`src/rtl/polyeta_pkg.sv`:
```
// Shared constants and FSM encoding for the Dilithium eta-polynomial unpacker.
package polyeta_pkg;
  localparam int N          = 256;
  localparam int ETA2       = 2;
  localparam int ETA4       = 4;
  localparam int BITS_ETA2  = 3;
  localparam int BITS_ETA4  = 4;
  localparam int BYTES_ETA2 = 96;
  localparam int BYTES_ETA4 = 128;
  localparam int COEFF_W    = 32;

  typedef enum logic [1:0] {
    IDLE = 2'd0,
    RUN  = 2'd1,
    DONE = 2'd2
  } state_t;
endpackage

```
`src/rtl/polyeta_lane_decode.sv`:
```
// One coefficient lane: coeff = ETA - t, as a 32-bit two's-complement value.
module polyeta_lane_decode
  import polyeta_pkg::*;
(
  input  logic [3:0]         t,
  input  logic               eta4,
  output logic [COEFF_W-1:0] coeff
);
  assign coeff = (eta4 ? COEFF_W'(ETA4) : COEFF_W'(ETA2)) - COEFF_W'(t);
endmodule

```
`src/rtl/polyeta_unpack_stream.sv`:
```
// Streaming eta-polynomial unpacker: IN_W-bit packed beats in, LANES signed coefficients out.
// Define POLYETA_RANGE_CHECK_EN to add the sticky err output for out-of-range t values.
module polyeta_unpack_stream
  import polyeta_pkg::*;
#(
  parameter int IN_W  = 64,
  parameter int LANES = 4
) (
  input  logic                    clk,
  input  logic                    rst,
  input  logic                    start,
  input  logic                    eta4,
  output logic                    busy,
  output logic                    done,
  input  logic                    in_valid,
  output logic                    in_ready,
  input  logic [IN_W-1:0]         in_data,
  output logic                    out_valid,
  input  logic                    out_ready,
  output logic [COEFF_W*LANES-1:0] out_coeffs,
  output logic [7:0]              out_index,
  output logic                    out_last
`ifdef POLYETA_RANGE_CHECK_EN
  ,
  output logic                    err
`endif
);
  localparam int BUF_W = IN_W + BITS_ETA4 * LANES;
  localparam int FW    = $clog2(BUF_W + 1);
  localparam int BLW   = $clog2(BYTES_ETA4 * 8 / IN_W + 1);

  state_t                         state_q, state_n;
  logic                           eta4_q;
  logic [BUF_W-1:0]               buf_q, buf_n, buf_sh;
  logic [FW-1:0]                  fill_q, fill_n, base, drain;
  logic [BLW-1:0]                 beats_left_q;
  logic [7:0]                     idx_q;
  logic                           run, in_fire, out_fire, start_ok;
  logic [LANES-1:0][3:0]          lane_t;
  logic [LANES-1:0][COEFF_W-1:0]  lane_coeff;

  assign run      = (state_q == RUN);
  assign start_ok = (state_q == IDLE) && start;
  assign drain    = eta4_q ? FW'(BITS_ETA4 * LANES) : FW'(BITS_ETA2 * LANES);

  // Ready depends only on registered state: room for a whole beat behind current fill.
  assign in_ready  = run && (beats_left_q != '0) && (fill_q <= FW'(BUF_W - IN_W));
  assign out_valid = run && (fill_q >= drain);
  assign in_fire   = in_valid && in_ready;
  assign out_fire  = out_valid && out_ready;

  assign busy       = run;
  assign done       = (state_q == DONE);
  assign out_index  = idx_q;
  assign out_last   = out_valid && (idx_q == 8'(N - LANES));
  assign out_coeffs = out_valid ? lane_coeff : '0;

  for (genvar j = 0; j < LANES; j++) begin : g_lane
    assign lane_t[j] = eta4_q ? buf_q[BITS_ETA4*j +: BITS_ETA4]
                              : {1'b0, buf_q[BITS_ETA2*j +: BITS_ETA2]};
    polyeta_lane_decode u_dec (
      .t     (lane_t[j]),
      .eta4  (eta4_q),
      .coeff (lane_coeff[j])
    );
  end

  always_comb begin
    state_n = state_q;
    case (state_q)
      IDLE:    if (start) state_n = RUN;
      RUN:     if (out_fire && out_last) state_n = DONE;
      DONE:    state_n = IDLE;
      default: state_n = IDLE;
    endcase
  end

  // Bits above fill are always zero, so a new beat can simply be OR-ed in at the new base.
  always_comb begin
    buf_sh = buf_q;
    base   = fill_q;
    if (out_fire) begin
      buf_sh = buf_q >> drain;
      base   = fill_q - drain;
    end
    buf_n  = buf_sh;
    fill_n = base;
    if (in_fire) begin
      buf_n  = buf_sh | (BUF_W'(in_data) << base);
      fill_n = base + FW'(IN_W);
    end
  end

  always_ff @(posedge clk) begin
    if (rst) begin
      state_q      <= IDLE;
      eta4_q       <= 1'b0;
      buf_q        <= '0;
      fill_q       <= '0;
      beats_left_q <= '0;
      idx_q        <= '0;
    end else begin
      state_q <= state_n;
      if (start_ok) begin
        eta4_q       <= eta4;
        beats_left_q <= eta4 ? BLW'(BYTES_ETA4 * 8 / IN_W) : BLW'(BYTES_ETA2 * 8 / IN_W);
        buf_q        <= '0;
        fill_q       <= '0;
        idx_q        <= '0;
      end else begin
        buf_q  <= buf_n;
        fill_q <= fill_n;
        if (in_fire)  beats_left_q <= beats_left_q - 1'b1;
        if (out_fire) idx_q <= idx_q + 8'(LANES);
      end
    end
  end

`ifdef POLYETA_RANGE_CHECK_EN
  logic [LANES-1:0] lane_bad;
  logic             err_q;

  for (genvar j = 0; j < LANES; j++) begin : g_chk
    assign lane_bad[j] = lane_t[j] > (eta4_q ? 4'd8 : 4'd4);
  end

  always_ff @(posedge clk) begin
    if (rst)                         err_q <= 1'b0;
    else if (start_ok)               err_q <= 1'b0;
    else if (out_fire && |lane_bad)  err_q <= 1'b1;
  end

  assign err = err_q;
`endif
endmodule

```
`config.mk`:
```
export PLATFORM = sky130hd
export DESIGN_NAME = polyeta_unpack_stream
export DESIGN_NICKNAME = d
export VERILOG_FILES = /design/src/rtl/polyeta_pkg.sv /design/src/rtl/polyeta_lane_decode.sv /design/src/rtl/polyeta_unpack_stream.sv
export SDC_FILE = /design/constraint.sdc
export NUM_CORES = 1
export LEC_CHECK = 0
export BUFFER_PORTS_ARGS = -buffer_cell sky130_fd_sc_hd__buf_4
export CAP_MARGIN = 20
export CORE_ASPECT_RATIO = 0.7
export CORE_MARGIN = 10
export CORE_UTILIZATION = 51
export DETAILED_ROUTE_END_ITERATION = 7
export GPL_TIMING_DRIVEN = 0
export MAX_ROUTING_LAYER = met4
export PLACE_DENSITY = 0.79
export SLEW_MARGIN = 40
export SYNTH_ARGS = -nofsm -noshare
export SYNTH_HDL_FRONTEND = slang
export SYNTH_SLANG_ARGS = --single-unit
```
`constraint.sdc`:
```
create_clock -name clk -period 3.15 [get_ports clk]
set_input_delay 0.1575 -clock clk [delete_from_list [all_inputs] [get_ports clk]]
set_output_delay 0.1575 -clock clk [all_outputs]
set_load 0.005 [all_outputs]
```
; ---- Word level (Yosys, flattened, before mapping)
; Cells that the tools add are included.
[totals]
wordCells = 54
inputBits = 70
reg_bits = 103
output_inout_bits = 141
[classes]
shift = 2
order_cmp = 2
n_addsub = 8
n_mux = 17
bitwise = 1
eq_ne = 5
n_reduce_logical = 13
[ops]
columns = operator, n
row1 = $mux 80, 2
row2 = $mux 128, 1
row3 = $sub 32x4->32, 4
row4 = $or 80x80->80, 1
row5 = $shl 64x7->80, 1
row6 = $shr 80x5->80, 1
row7 = $mux 5, 4
row8 = $mux 4, 4
row9 = $mux 7, 2
row10 = $add 8x3->8 const B, 1
row11 = $eq 8x8->1 const B, 1
row12 = $logic_and 1x1->1, 8
row13 = $add 7x7->7 const B, 1
row14 = $ge 7x5->1, 1
row15 = $le 7x5->1 const B, 1
row16 = $sub 7x5->7, 1
row17 = $reduce_bool 5->1, 1
row18 = $sub 5x1->5 const B, 1
row19 = $mux 2, 2
row20 = $pmux 2 s2, 1
row21 = $mux 3, 1
row22 = $eq 2x1->1 const B, 1
row23 = $eq 2x2->1 const B, 1
row24 = $logic_not 2->1, 1
row25 = 5 further kinds, 5

; ---- Longest topological paths before layout
[depth]
ltp_word = 8
mapped_depth = 17
mapped_depth_nobuf = 11

; ---- Modules after synthesis
; Synthesis repeated with hierarchy kept, for this count alone.
[hier_totals]
hier_cells = 1383
hier_area_um2 = 10565.1
[modules_own_cells]
columns = module, instances, seq_area_each_um2, cells_per_inst, area_each_um2
row1 = polyeta_unpack_stream, 1, 1981.9, 1219, 9313.9
row2 = polyeta_lane_decode, 4, 0.0, 41, 312.8

; ---- Worst setup path after synthesis
; Ideal clock, no wire load.
[synth_timing]
kind = flip-flop to output port
startpoint = register eta4_q
endpoint = output out_coeffs[102]
path_slack_ps = -242
t_required_ps = 2992
path_stages_with_launch = 13
arrival_ps = 3235
n_path_buf = 5
path_cell_list = dfxtp_1 buf_2 inv_1 clkbuf_1 ha_1 a21oi_1 and2_1 buf_4 nand2_1 nand2_1 clkbuf_1 a221oi_1 buf_4
[synth_via]
elab_chain_cells = 4
[synth_lines]
columns = element, line
row1 = "start, declared", polyeta_unpack_stream.sv:33  ; logic eta4_q;
row2 = "start signal, assigned", polyeta_unpack_stream.sv:105  ; eta4_q <= eta4;
row3 = "parallel branches: the longest is 3 deep, another holds $sub 32x4->32", --
row4 = $mux 128 (*), polyeta_unpack_stream.sv:56  ; assign out_coeffs = out_valid ? lane_coeff : '0;
row5 = "end, declared", polyeta_unpack_stream.sv:20  ; output logic [COEFF_W*LANES-1:0] out_coeffs,
; Mark *: on every way between the ends.

; ---- Final worst setup path
[layout_timing]
startpoint = register eta4_q
endpoint = register buf_q[47]
[layout_via]
elab_chain_cells = 8
[layout_lines]
columns = element, line
row1 = $mux 5 (*), polyeta_unpack_stream.sv:44  ; assign drain = eta4_q ? FW'(BITS_ETA4 * LANES) : FW'(BITS_ETA2 * LANES);
row2 = $ge 7x5->1, polyeta_unpack_stream.sv:48  ; assign out_valid = run && (fill_q >= drain);
row3 = $logic_and 1x1->1, polyeta_unpack_stream.sv:48
row4 = $logic_and 1x1->1, polyeta_unpack_stream.sv:50  ; assign out_fire = out_valid && out_ready;
row5 = $mux 7, polyeta_unpack_stream.sv:82  ; if (out_fire) begin
row6 = $shl 64x7->80, polyeta_unpack_stream.sv:89  ; buf_n = buf_sh | (BUF_W'(in_data) << base);
row7 = $or 80x80->80, polyeta_unpack_stream.sv:89
row8 = $mux 80 (*), polyeta_unpack_stream.sv:88  ; if (in_fire) begin
row9 = "end signal, assigned", polyeta_unpack_stream.sv:111  ; buf_q <= buf_n;
row10 = "end, declared", polyeta_unpack_stream.sv:34  ; logic [BUF_W-1:0] buf_q, buf_n, buf_sh;
; Mark *: on every way between the ends. The rest lies on a longest branch, timed or not.
; A chain may end at the register's enable or synchronous reset.

==> flow_summary.json <==
{
  "outcome": "finished with violations",
  "violations": "DRC, setup timing",
  "power.total_w": 0.00346,
  "fin_crit_ps": 3160,
  "drc_errors": 14,
  "r2r_start": "eta4_q",
  "clockRootBuffer": "clkbuf_16",
  "grt_pass1_vias": 11500,
  "critPathKind": "flop to flop",
  "die_x_um": 185,
  "crit_path_start": "eta4_q",
  "io_buffers": 208,
  "p_clk_frac": 0.323,
  "cts_max_level": 3,
  "finClkSkew_ps": 11.0,
  "route.antenna.remaining_nets": 0,
  "numCtsBuffers": 9,
  "insertedDiodeCount": 0,
  "yosys_warnings": 0,
  "final_hold_viol_count": 0,
  "arrival_ps": 3440,
  "dp_hpwl_um": 40400,
  "ir_drop_mv": 0.236,
  "cts.path.max_buffers": 2,
  "wl_um": 52900,
  "cts_tree": "done",
  "p_int_w": 0.00223,
  "syn_inst": 1288,
  "cts.sinks": 99,
  "setup-violations-final": 4,
  "fin_ws_ps": -12.8,
  "first_pass_iters": 8,
  "wire_per_inst_um": 29.4,
  "max_slew_margin": 0.374,
  "vias": 12400,
  "reg2reg_slack_ps": -10,
  "switching_share": 0.356,
  "drtIter0Drc": 2511,
  "layout.nets": 1636,
  "clk_pin_slew_worst_paths_ps": 80,
  "ys_seq_elements": 99,
  "critPathRequiredTime_ps": 3430,
  "grt_pass1_wl_um": 74600,
  "seq_power_share": 0.379,
  "crit_chain": "buf_8 -> inv_6 -> ha_2 -> fa_2 -> nor2b_2 -> or3_1 -> a211oi_1 -> xor2_1 -> buf_4 -> nand2b_4 -> nor3_4 -> clkbuf_4 -> a21oi_1 -> o21ai_0",
  "leakagePower_nw": 5.45,
  "synth_edf_count": 0,
  "utilization": 0.719,
  "cp_max_fo": 10,
  "dieArea_um2": 25100,
  "synth_seq_area_share": 0.204,
  "endpoint": "buf_q[47]",
  "synth_area_leader_cell": "dfxtp_1",
  "cp_top_family": "simple AND/OR/NAND/NOR gates",
  "track_usage": 0.407,
  "worstSetupEndpointType": "flop",
  "grt_max_degree": 20,
  "coreArea_um2": 18800,
  "r2r_end": "buf_q[47]",
  "hold_buffers": 0,
  "seqCellArea_um2": 1990,
  "min_path_type": "primary input to flop",
  "synth_cell_types": 66,
  "async_flop_share": 0,
  "area_delta_synth_final_pct": 39.0,
  "final.period_utilization": 1.00,
  "ys_top_cells_by_area": "dfxtp_1 (20%), mux2i_1 (16%), buf_4 (8.4%)",
  "synth_area_um2": 9730,
  "drive_gt1_frac": 0.398,
  "vias_per_cell": 6.92,
  "synth_area_per_cell_um2": 7.55,
  "worstHoldStart": "rst",
  "ioPinCount": 211,
  "slowest_stage": "nor3_4",
  "start_kind": "flop",
  "max_slew.worst_pin.slew_ps": 939,
  "power_density_nw_per_um2": 256,
  "synth_top_area_share": 0.204,
  "path_buf_inv": 4,
  "clock.fmax_ghz": 0.316,
  "synth_flop_cell": "dfxtp_1",
  "antenna_found_initial": 0,
  "cp_num_cells": 14,
  "fill_cells": 1450,
  "drv_cap": 0,
  "grt-ovfl-total": 0,
  "worstSkewPairLatency_ps": 360,
  "die_h_um": 136,
  "p_switching_w": 0.00123,
  "place.gp.congestion": 1.04,
  "row_count": 42,
  "power_frac_comb": 0.298,
  "multi_input_area_um2": 7310,
  "worstRegToRegCells": 14,
  "cpPeakStageDelay_ps": 370,
  "start_util": 0.517,
  "drv_slew": 0
}
-- stage by stage --
stage | area [um^2] | setup slack [ps] | instances | hold WS (ps) | setup TNS (ps)
2_1_floorplan | 9740 | -133 | 1289 | 227 | -5030
3_3_place_gp | 11600 | -1380 | 1739 | 366 | -170920
3_5_place_dp | 11600 | -1210 | 1740 | 371 | -166140
4_1_cts | 13000 | 2.52 | 1781 | 13.9 | 0
5_1_grt | 13500 | -31.2 | 1797 | 10.0 | -116
6_report | 13500 | -12.8 | 1797 | 6.29 | -40.2
-- final cells by class --
type / count / area share
multi-input combinational: 970 / 0.541
timing repair buffer: 252 / 0.148
clock inverter: 6 / 0.00389
clock buffer: 10 / 0.0169
buffer: 200 / 0.116
tap: 242 / 0.0224
inverter: 18 / 0.00537
sequential: 99 / 0.147
-- worst min-delay path by stage --
| stage | endpoint | slack [ps] | cells after the start |
|---|---|---|---|
| 6_report | state_q[0] | 6 | 2 |
| 3_3_place_gp | beats_left_q[4] | 370 | 2 |
| 2_1_floorplan | beats_left_q[4] | 230 | 1 |
| 5_1_grt | state_q[0] | 10 | 2 |
| 4_1_cts | state_q[0] | 10 | 2 |
| 3_5_place_dp | state_q[0] | 370 | 2 |
-- Yosys cell counts, types with 10 or more instances --
cell,instances
nor2_1,101
a21oi_1,93
clkbuf_1,46
inv_1,17
o21ai_0,70
and3_1,29
buf_4,109
dfxtp_1,99
and2_1,19
o21ai_1,10
a21o_1,12
a211oi_1,70
a221oi_1,22
mux2_2,17
nand2_1,144
ha_1,14
nor3_1,16
mux2i_1,153
buf_2,31
nand3_1,27
a31oi_1,20
xnor2_1,10
o22ai_1,24
-- repair_timing --
action	in CTS	in global routing
pin swaps	18	14
setup buffers	25	15
setup endpoints to repair	223	174
gates resized for setup	214	99
cloned	1	2
-- layout by cell type (no fill, tap or decap), drive strengths merged, types with 7 or more instances in the layout --
cell type  synthesis  layout
a21o              12      12
inv               18      22
clkbuf            47      56
nor2             103     103
o22ai             24      24
nor2b              7       7
a21oi             96      96
xnor2             10      10
dfxtp             99      99
o211ai             8       8
nand3             28      28
a31oi             20      20
a221oi            22      22
and2              19      19
o2bb2ai            9       9
a311oi             9       9
buf              155     406
and3              29      29
ha                14      14
nand2            147     147
o21ai             81      81
a211oi            71      71
a22oi              7       7
nand2b             7       7
mux2i            155     155
nor3              18      18
mux2              17      17
-- logic make-up after synthesis --
family / count (synthesis) / synth area share
other cells: 1 / 0.000385
compound gates: 395 / 0.267
simple gates: 370 / 0.175
mux: 172 / 0.182
flops: 99 / 0.204
buf+inv: 220 / 0.136
xor+xnor: 15 / 0.0135
fa+ha+maj: 16 / 0.0221
-- registers in the layout, indices dropped and copies added (netlist names) --
register / flops
state_q: 2
fill_q: 5
beats_left_q: 5
out_index: 6
eta4_q: 1
buf_q: 80
-- power groups by stage --
stage | clock network, W | logic [W] | registers, W
global placement | 0 | 0.000803 | 0.00134
finish | 0.00112 | 0.00103 | 0.00131
detailed placement | 0 | 0.000811 | 0.00134
floorplan | 0 | 0.000465 | 0.00133
global route | 0.00115 | 0.00105 | 0.00131
CTS | 0.00108 | 0.000921 | 0.00131
-- metal layers --
metal | up-vias | GRT usage | part of all wire
met3 | 246 | 0.181 | 0.17
li1 | 5150 | - | -
met1 | 5836 | 0.513 | 0.37
met2 | 1202 | 0.563 | 0.41
met4 | 0 | 0.137 | 0.043
met5 | - | - | 0
(Power assumes the default switching activity.)
